--- config.mk ---
export PLATFORM = sky130hd
export DESIGN_NAME = nic_interface
export DESIGN_NICKNAME = d
export VERILOG_FILES = /design/src/rtl/nic_interface.sv
export SDC_FILE = /design/constraint.sdc
export NUM_CORES = 1
export LEC_CHECK = 0
export BUFFER_PORTS_ARGS = -buffer_cell sky130_fd_sc_hd__buf_2
export CORE_AREA = 2 2 126 128
export DETAILED_ROUTE_END_ITERATION = 7
export DIE_AREA = 0 0 128 130
export PLACE_DENSITY = 0.78
export SLEW_MARGIN = 25
export SYNTH_ARGS = -nofsm -noshare
export SYNTH_HDL_FRONTEND = slang
export SYNTH_SLANG_ARGS = --single-unit
--- constraint.sdc ---
create_clock -name clk -period 1.7 [get_ports clk]
set_input_delay 0.17 -clock clk [delete_from_list [all_inputs] [get_ports clk]]
set_output_delay 0.17 -clock clk [all_outputs]
set_load 0.05 [all_outputs]
--- src/rtl/nic_interface.sv ---
// nic_interface: memory-mapped NIC bridging the pipeline's NIC port to a router.
//
// Ports:
//   clk, rst           - clock (rising edge) and asynchronous active-low reset
//   addr               - register select: 00 in-buffer, 01 in-status, 10 out-buffer, 11 out-status
//   d_in / d_out       - store data from pipeline / registered load data to pipeline
//   nicEn, nicEnWr     - access strobe and write (1) / read (0) select
//   net_si/net_ri/net_di - incoming flit channel (router valid, NIC ready, data)
//   net_so/net_ro/net_do - outgoing flit channel (NIC valid, router ready, data)
//   net_polarity       - router's current virtual-channel polarity
//
// Each direction is a single-entry buffer with a full flag. The processor
// drains the input buffer by reading addr 00 and fills the output buffer by
// writing addr 10; status is visible at addr 01 / 11.
module nic_interface #(
    parameter int unsigned DATA_WIDTH = 64
) (
    input  logic                  clk,
    input  logic                  rst,
    input  logic [1:0]            addr,
    input  logic [DATA_WIDTH-1:0] d_in,
    output logic [DATA_WIDTH-1:0] d_out,
    input  logic                  nicEn,
    input  logic                  nicEnWr,
    input  logic                  net_si,
    output logic                  net_ri,
    input  logic [DATA_WIDTH-1:0] net_di,
    output logic                  net_so,
    input  logic                  net_ro,
    output logic [DATA_WIDTH-1:0] net_do,
    input  logic                  net_polarity
);

    localparam logic [1:0] AddrInBuf     = 2'b00;
    localparam logic [1:0] AddrInStatus  = 2'b01;
    localparam logic [1:0] AddrOutBuf    = 2'b10;
    localparam logic [1:0] AddrOutStatus = 2'b11;

    logic [DATA_WIDTH-1:0] d_out_q, d_out_d;
    logic [DATA_WIDTH-1:0] in_buf_q, in_buf_d;
    logic                  in_full_q, in_full_d;
    logic [DATA_WIDTH-1:0] out_buf_q, out_buf_d;
    logic                  out_full_q, out_full_d;

    logic rd_en;
    logic wr_en;
    logic in_accept;
    logic out_drain;

    assign rd_en = nicEn & ~nicEnWr;
    assign wr_en = nicEn & nicEnWr;

    assign net_ri = ~in_full_q;
    // A flit is offered only while its VC bit matches the router polarity.
    assign net_so = out_full_q & (out_buf_q[DATA_WIDTH-1] == net_polarity);
    assign net_do = out_buf_q;
    assign d_out  = d_out_q;

    assign in_accept = net_si & net_ri;
    assign out_drain = net_so & net_ro;

    always_comb begin
        d_out_d    = d_out_q;
        in_buf_d   = in_buf_q;
        in_full_d  = in_full_q;
        out_buf_d  = out_buf_q;
        out_full_d = out_full_q;

        if (rd_en) begin
            unique case (addr)
                AddrInBuf: begin
                    d_out_d   = in_buf_q;
                    in_full_d = 1'b0;
                end
                AddrInStatus:  d_out_d = {{(DATA_WIDTH-1){1'b0}}, in_full_q};
                AddrOutStatus: d_out_d = {{(DATA_WIDTH-1){1'b0}}, out_full_q};
                default:       d_out_d = '0;
            endcase
        end

        // Accept only happens while empty, so it never collides with a pop.
        if (in_accept) begin
            in_buf_d  = net_di;
            in_full_d = 1'b1;
        end

        if (out_drain) begin
            out_full_d = 1'b0;
        end

        // Uses pre-edge status: a write in the draining cycle is dropped.
        if (wr_en && (addr == AddrOutBuf) && !out_full_q) begin
            out_buf_d  = d_in;
            out_full_d = 1'b1;
        end
    end

    always_ff @(posedge clk or negedge rst) begin
        if (!rst) begin
            d_out_q    <= '0;
            in_buf_q   <= '0;
            in_full_q  <= 1'b0;
            out_buf_q  <= '0;
            out_full_q <= 1'b0;
        end else begin
            d_out_q    <= d_out_d;
            in_buf_q   <= in_buf_d;
            in_full_q  <= in_full_d;
            out_buf_q  <= out_buf_d;
            out_full_q <= out_full_d;
        end
    end

endmodule

Word level (Yosys, flattened, before mapping)
Index checks and enable logic that the tools add are counted.
{"block": "totals", "regBits": 194, "input_bits": 137, "out_inout_bits": 130, "word_cells": 30}
{"block": "op_classes", "eq_ne": 4, "muxes": 6, "bitwise_logic": 7, "n_reduce_logical": 8}
{"op": "$pmux W64 S3", "n": 1}
{"op": "$reduce_bool A2 Y1", "n": 3}
{"op": "$and A1 B1 Y1", "n": 5}
{"op": "$mux W1", "n": 5}
{"op": "$eq A2 B2 Y1 const B", "n": 2}
{"op": "$eq A2 B1 Y1 const B", "n": 1}
{"op": "$logic_and A1 B1 Y1", "n": 2}
{"op": "$logic_not A2 Y1", "n": 1}
{"op": "$not A1 Y1", "n": 2}
{"op": "$reduce_and A2 Y1", "n": 1}
{"op": "$eq A1 B1 Y1", "n": 1}
{"op": "$logic_not A1 Y1", "n": 1}

Depth between registers and ports, before layout
Gate-level depths: netlist of the first run.
{"block": "logic_depth", "depth_word": 5, "depth_mapped": 5, "depth_no_buf": 3}

Least setup slack after synthesis of the first run
No wires, ideal clock.
{"block": "synth_timing", "path_kind": "register to output", "from": "reg out_buf_q[63], in the netlist net_do[63]", "to": "out net_so", "arrival_time_ns": 1.264, "required_ns": 1.530, "setup_slack_ns": 0.266, "path_stages_with_launch": 3, "path_buffers": 0, "path_cell_list": "dfrtp_1 xnor2_1 and2_1"}
{"block": "synth_via", "elab_chain_len": 2}
{"element": "start: declaration", "line_no": "42", "text": "logic [DATA_WIDTH-1:0] out_buf_q, out_buf_d;"}
{"element": "start signal: assignment", "line_no": "109", "text": "out_buf_q <= out_buf_d;"}
{"element": "$eq A1 B1 Y1", "line_no": "55", "text": "assign net_so = out_full_q & (out_buf_q[DATA_WIDTH-1] == net_polarity);"}
{"element": "$and A1 B1 Y1", "line_no": "55"}
{"element": "end: declaration", "line_no": "28", "text": "output logic net_so,"}
Every way passes these cells.

Worst setup path in the final report of the first run
Ends and elaborated chain as after synthesis.

==> out/results.ini, run 1 <==
[logic_synthesis]
yosys.area.top_type=dfrtp_1
syn_nets=565
syn_inst=428
netlist_area_sq_mm=0.00731
ys_seq_area_share_pct=66.4
netlist.area_leader.share_pct=66.4
avgSynthCellArea_sq_um=17.1
synthDistinctLibCells=21
yosysWarnings=0
synthTopCellsByArea=dfrtp_1 66%, mux2_2 12%, mux2_4 10%
yosys_register_bits=194

[timing]
fmax_ghz=0.631
tightest_slew_ns=0.545
slew_violations=0
min_period_over_period_pct=93.2
tns_ns=0
rsz0062_at_grt=no
setup_violations=0
final-hold-violation-count=0
fin_skew_ns=0.0102
min_period_ns=1.59
max_slew_margin_pct=63.7
layout_setup_ws_ns=0.115

[floorplanning]
pin_count=267
initial_utilization_pct=47.4
core_sq_mm=0.0154
dieArea_sq_mm=0.0166
num_rows=46
die_w_um=128
die_h_um=130

[setup_path]
max_stage_delay_ns=0.42
cp_cell_sequence=xnor2_2 -> and2_1 -> buf_4
worstPathMaxFanout=3
crit_path_end_kind=primary output
critical-path-top-delay-family=flip-flops
path_class=reg2out
slowest_stage=dfrtp_1
required_ns=1.53
arrival_ns=1.42
startpoint_type=flop
critPathBufInv=1

[placement]
post-place-cells=876
hpwl_mm=11.8
port-buffer-count=266
post-place-ws_ns=0.208
gp_congestion=0.802

[layout]
area_growth_pct=48.6
final_common_cell=buf_2
antenna_cells=0
fin_nets=968
final_cell_mix=264 x buf_2, 194 x dfrtp_1, 128 x dlygate4sd3_1
utilization_pct=70.4
instances_no_fill=1036
layout-drive-gt1-share_pct=53.2

[drt]
drt_first_pass_iters=7
route.vias.total=5334
avgViaCountPerCell=5.15
drt_iter0_drc=224
antenna_left=0
remaining_drc_errors=0
avgRoutedWirePerCell_um=19.1
wl_mm=19.8

[worst_hold_path]
hold_path_class=in2reg

[grt]
gr-usage-all-layers_pct=23.9
grt_max_degree=65
grt_pass1_wl_mm=30.6
grt.overflow.total=0
first_global_vias=5867
antenna_found_initial=0

[job]
drv_cap=0

[clock_network]
clk_path_buf_depth=2
cts_tree=built
cts_setup_buffers=0
cts_root_buf=clkbuf_16
clk_latency_ns=0.42
numCtsBuffers=17
cts_sinks=194
clkSlewWorstSetupHoldPaths_ns=0.07
htreeDepth=4

[pwr]
p_leak_nw=5.56
power_density_mw_per_mm2=1600
peakVddDrop_uv=1010

[outcome]
status=completed

## path summary, 6_finish.rpt
check	startpoint	endpoint	slack, ns	cells after the start
worst max register to register	out_full_q	net_do[28]	0.19	5
min in group asynchronous	rst	in_buf_q[61]	0.29	2
worst max-delay path	net_do[63]	net_so	0.11	3
max in group asynchronous	rst	net_do[47]	0.73	3
worst min-delay path	d_in[60]	net_do[60]	0.03	2
worst min register to register	in_buf_q[58]	d_out[58]	0.48	1
## layer usage
metal,GRT usage [%],share of wire (%),vias to the layer above
met5,0,0,-
met2,41.9,51,223
met4,7.82,2.0,0
met1,28.7,40,2714
li1,-,-,2360
met3,7.01,7.2,37
## logic make-up (layout without fill, tap and decap cells)
group / count (synthesis) / in the layout / share of synthesized area, %
AO/OA/AOI/OAI: 67 / 67 / 7.98
XOR/XNOR: 1 / 1 / 0.120
buffers and inverters: 29 / 445 / 2.38
flip-flops: 194 / 194 / 66.4
multiplexers: 129 / 129 / 22.4
AND/OR/NAND/NOR: 8 / 8 / 0.719
## repair_timing
action	in CTS	in global routing
resized for setup	1	1
gates cloned	0	0
endpoints found under the hold margin	172	2
setup endpoints to repair	1	1
hold buffers	126	2
## flip-flops by register name, summed over array words and instances, names as in the netlist
name / count
d_out: 64
in_buf_q: 64
in_full_q: 1
net_do: 64
out_full_q: 1
## through the flow
| step | hold WS [ns] | total power [mW] | area, sq um |
|---|---|---|---|
| after floorplan | -0.126 | 11.3 | 7310 |
| after global placement | 0.165 | 12.6 | 8940 |
| after detailed placement | 0.173 | 12.9 | 8940 |
| after CTS | 0.000448 | 17.4 | 10800 |
| after global routing | 0.0122 | 18.1 | 10900 |
| final | 0.0263 | 17.4 | 10900 |
## where the power goes
group | internal, mW | total (mW) | switching [mW]
Sequential | 6.11 | 6.99 | 0.878
Combinational | 2.33 | 6.15 | 3.82
Clock | 2.53 | 4.26 | 1.73
## synth_stat cells
master    number
clkbuf_1       2
xnor2_1        1
nor2_1         2
mux2_2        80
inv_1          2
buf_2         19
nand2_1        1
nand4_1        1
a21oi_1        1
buf_6          5
o21bai_1       1
and2_1         1
a221oi_1       1
a21bo_2        1
nand2b_1       1
nor3_4         1
buf_4          1
a22o_1        63
mux2_4        49
nor2b_1        1
dfrtp_1      194
## final cells by class
type	instances	area, sq um
clock inverter	10	144
tap	192	240
fill	979	4560
clock buffer	22	494
sequential	194	4850
multi-input combinational	205	2300
timing repair buffer	411	2830
inverter	2	7.51
(Power assumes the default switching activity.)
==> inputs of run 2 (changes only) <==
clock period = 1.51 ns   (was 1.7 ns; I/O delays follow)
==> run 2 against run 1 <==
Against the previous run:
- wire length rose by 0.70%
- flip-flop and latch count did not move
- via count rose by 0.77%
- clock skew fell by 0.0027 ns
- sequential share of layout area fell by 0.23 points
- combinational power rose by 13%
==> out/results.ini, run 2 (synthesis gave the netlist of run 1 again) <==
[outcome]
status=completed  ; unchanged

[pwr]
p_leak_nw=5.59  ; was 5.56 nW
p_total_mw=19.4  ; was 17.4 mW
peakVddDrop_uv=1080  ; was 1010 uV
power_density_mw_per_mm2=1770  ; was 1600 mW/mm^2

[layout]
final_common_cell=buf_2  ; unchanged
fin_area_sq_mm=0.0109  ; about the same
antenna_cells=0  ; unchanged
area_growth_pct=49.4  ; was 48.6%
fillerInstances=948  ; was 979
utilization_pct=70.8  ; was 70.4%
final_cell_mix=264 x buf_2, 194 x dfrtp_1, 129 x dlygate4sd3_1  ; was 264 x buf_2, 194 x dfrtp_1, 128 x dlygate4sd3_1
fin_nets=976  ; was 968
layout-drive-gt1-share_pct=53.2  ; about the same
instances_no_fill=1044  ; was 1,036

[placement]
hpwl_mm=11.5  ; was 11.8 mm
postPlaceCellArea_sq_mm=0.00900  ; was 0.00894 sq mm
post-place-cells=879  ; was 876
post-place-ws_ns=0.0958  ; was 0.208 ns
gp_congestion=0.791  ; was 0.802
port-buffer-count=266  ; unchanged

[setup_path]
crit_path_end_kind=primary output  ; unchanged
critPathLaunch=net_do[63]  ; unchanged
reg2regPathDepth=5  ; unchanged
required_ns=1.36  ; was 1.53 ns
arrival_ns=1.30  ; was 1.42 ns
path_class=reg2out  ; unchanged
r2r_start=out_full_q  ; unchanged
endpoint=net_so  ; unchanged
worstPathMaxFanout=2  ; was 3
worstReg2RegEnd=net_do[33]  ; was net_do[28]
reg2reg_slack_ns=0.09  ; was 0.19 ns
startpoint_type=flop  ; unchanged

[floorplanning]
die_w_um=128  ; unchanged
pin_count=267  ; unchanged
num_rows=46  ; unchanged
initial_utilization_pct=47.4  ; unchanged
die_h_um=130  ; unchanged
core_sq_mm=0.0154  ; unchanged
dieArea_sq_mm=0.0166  ; unchanged

[drt]
drt_first_pass_iters=4  ; was 7
antenna_left=0  ; unchanged
avgViaCountPerCell=5.15  ; about the same
avgRoutedWirePerCell_um=19.1  ; about the same
route.vias.total=5375  ; was 5,334
remaining_drc_errors=0  ; unchanged
drt_iter0_drc=246  ; was 224
wl_mm=20.0  ; was 19.8 mm

[timing]
min_period_ns=1.45
max_slew_margin_pct=79.1  ; was 63.7%
slew_violations=0  ; unchanged
setup_violations=0  ; unchanged
fin_skew_ns=0.00756  ; was 0.0102 ns
min_period_over_period_pct=96.4
final-hold-violation-count=0  ; unchanged
rsz0062_at_grt=no  ; unchanged
timing.hold.ws_ns=0.0315  ; was 0.0263 ns
layout_setup_ws_ns=0.0551  ; was 0.115 ns
fmax_ghz=0.687
tightest_slew_ns=0.313  ; was 0.545 ns
tns_ns=0  ; unchanged

[grt]
first_global_vias=5888  ; was 5,867
grt_max_degree=53  ; was 65
antenna_found_initial=0  ; unchanged
gr-usage-all-layers_pct=24.1  ; was 23.9%
grt_pass1_wl_mm=30.8  ; was 30.6 mm
grt.overflow.total=0  ; unchanged

[clock_network]
cts_sinks=194  ; unchanged
numCtsBuffers=17  ; unchanged
clkSlewWorstSetupHoldPaths_ns=0.07  ; about the same
clk_latency_ns=0.42  ; about the same
cts_root_buf=clkbuf_16  ; unchanged
clk_path_buf_depth=2  ; unchanged
cts_tree=built  ; unchanged
htreeDepth=4  ; unchanged

[job]
drv_cap=0  ; unchanged

[worst_hold_path]
hold_path_class=in2reg  ; unchanged

==> run 2: worst min-delay path by stage <==
stage	from	to	depth (start not counted)
6_report	net_ro	out_full_q	3
4_1_cts	net_ro	out_full_q	3
2_1_floorplan	rst	d_out[0]	0
3_3_place_gp	rst	in_buf_q[61]	1
5_1_grt	net_ro	out_full_q	3
3_5_place_dp	rst	d_out[61]	1
==> run 2: where the power goes <==
group / switching, mW / internal (mW)
sequential: 1.01 / 6.88
clock: 1.97 / 2.55
combinational: 4.32 / 2.65
==> run 2: timing repair <==
action                                 CTS  global route
pin swaps                                0             1
buffers inserted                         1             3
resized for setup                        3             1
hold buffers                           129             0
cloned                                   0             0
setup endpoints to repair                1            10
endpoints found under the hold margin  322             0
==> run 2: worst max-delay path, cell delays in order, from the launching register on <==
cell and delay [ns]:
dfrtp_1 0.41, xnor2_2 0.15, and2_1 0.16, buf_6 0.16
==> run 2: final cells by class <==
cell class | count | area (sq um) | area share [%]
clock buffers | 22 | 464 | 4.25
clock inverters | 10 | 121 | 1.11
inverters | 2 | 7.51 | 0.0687
multi-input cells | 205 | 2300 | 21.0
flip-flops and latches | 194 | 4850 | 44.5
well taps | 192 | 240 | 2.20
repair buffers | 419 | 2930 | 26.9
==> run 2: layer usage <==
layer	vias up	GRT usage (%)	wire, um
met4	0	11.6	687
met1	2676	28.4	7750
li1	2384	-	-
met5	-	0	0
met2	253	40.5	9940
met3	62	7.54	1580
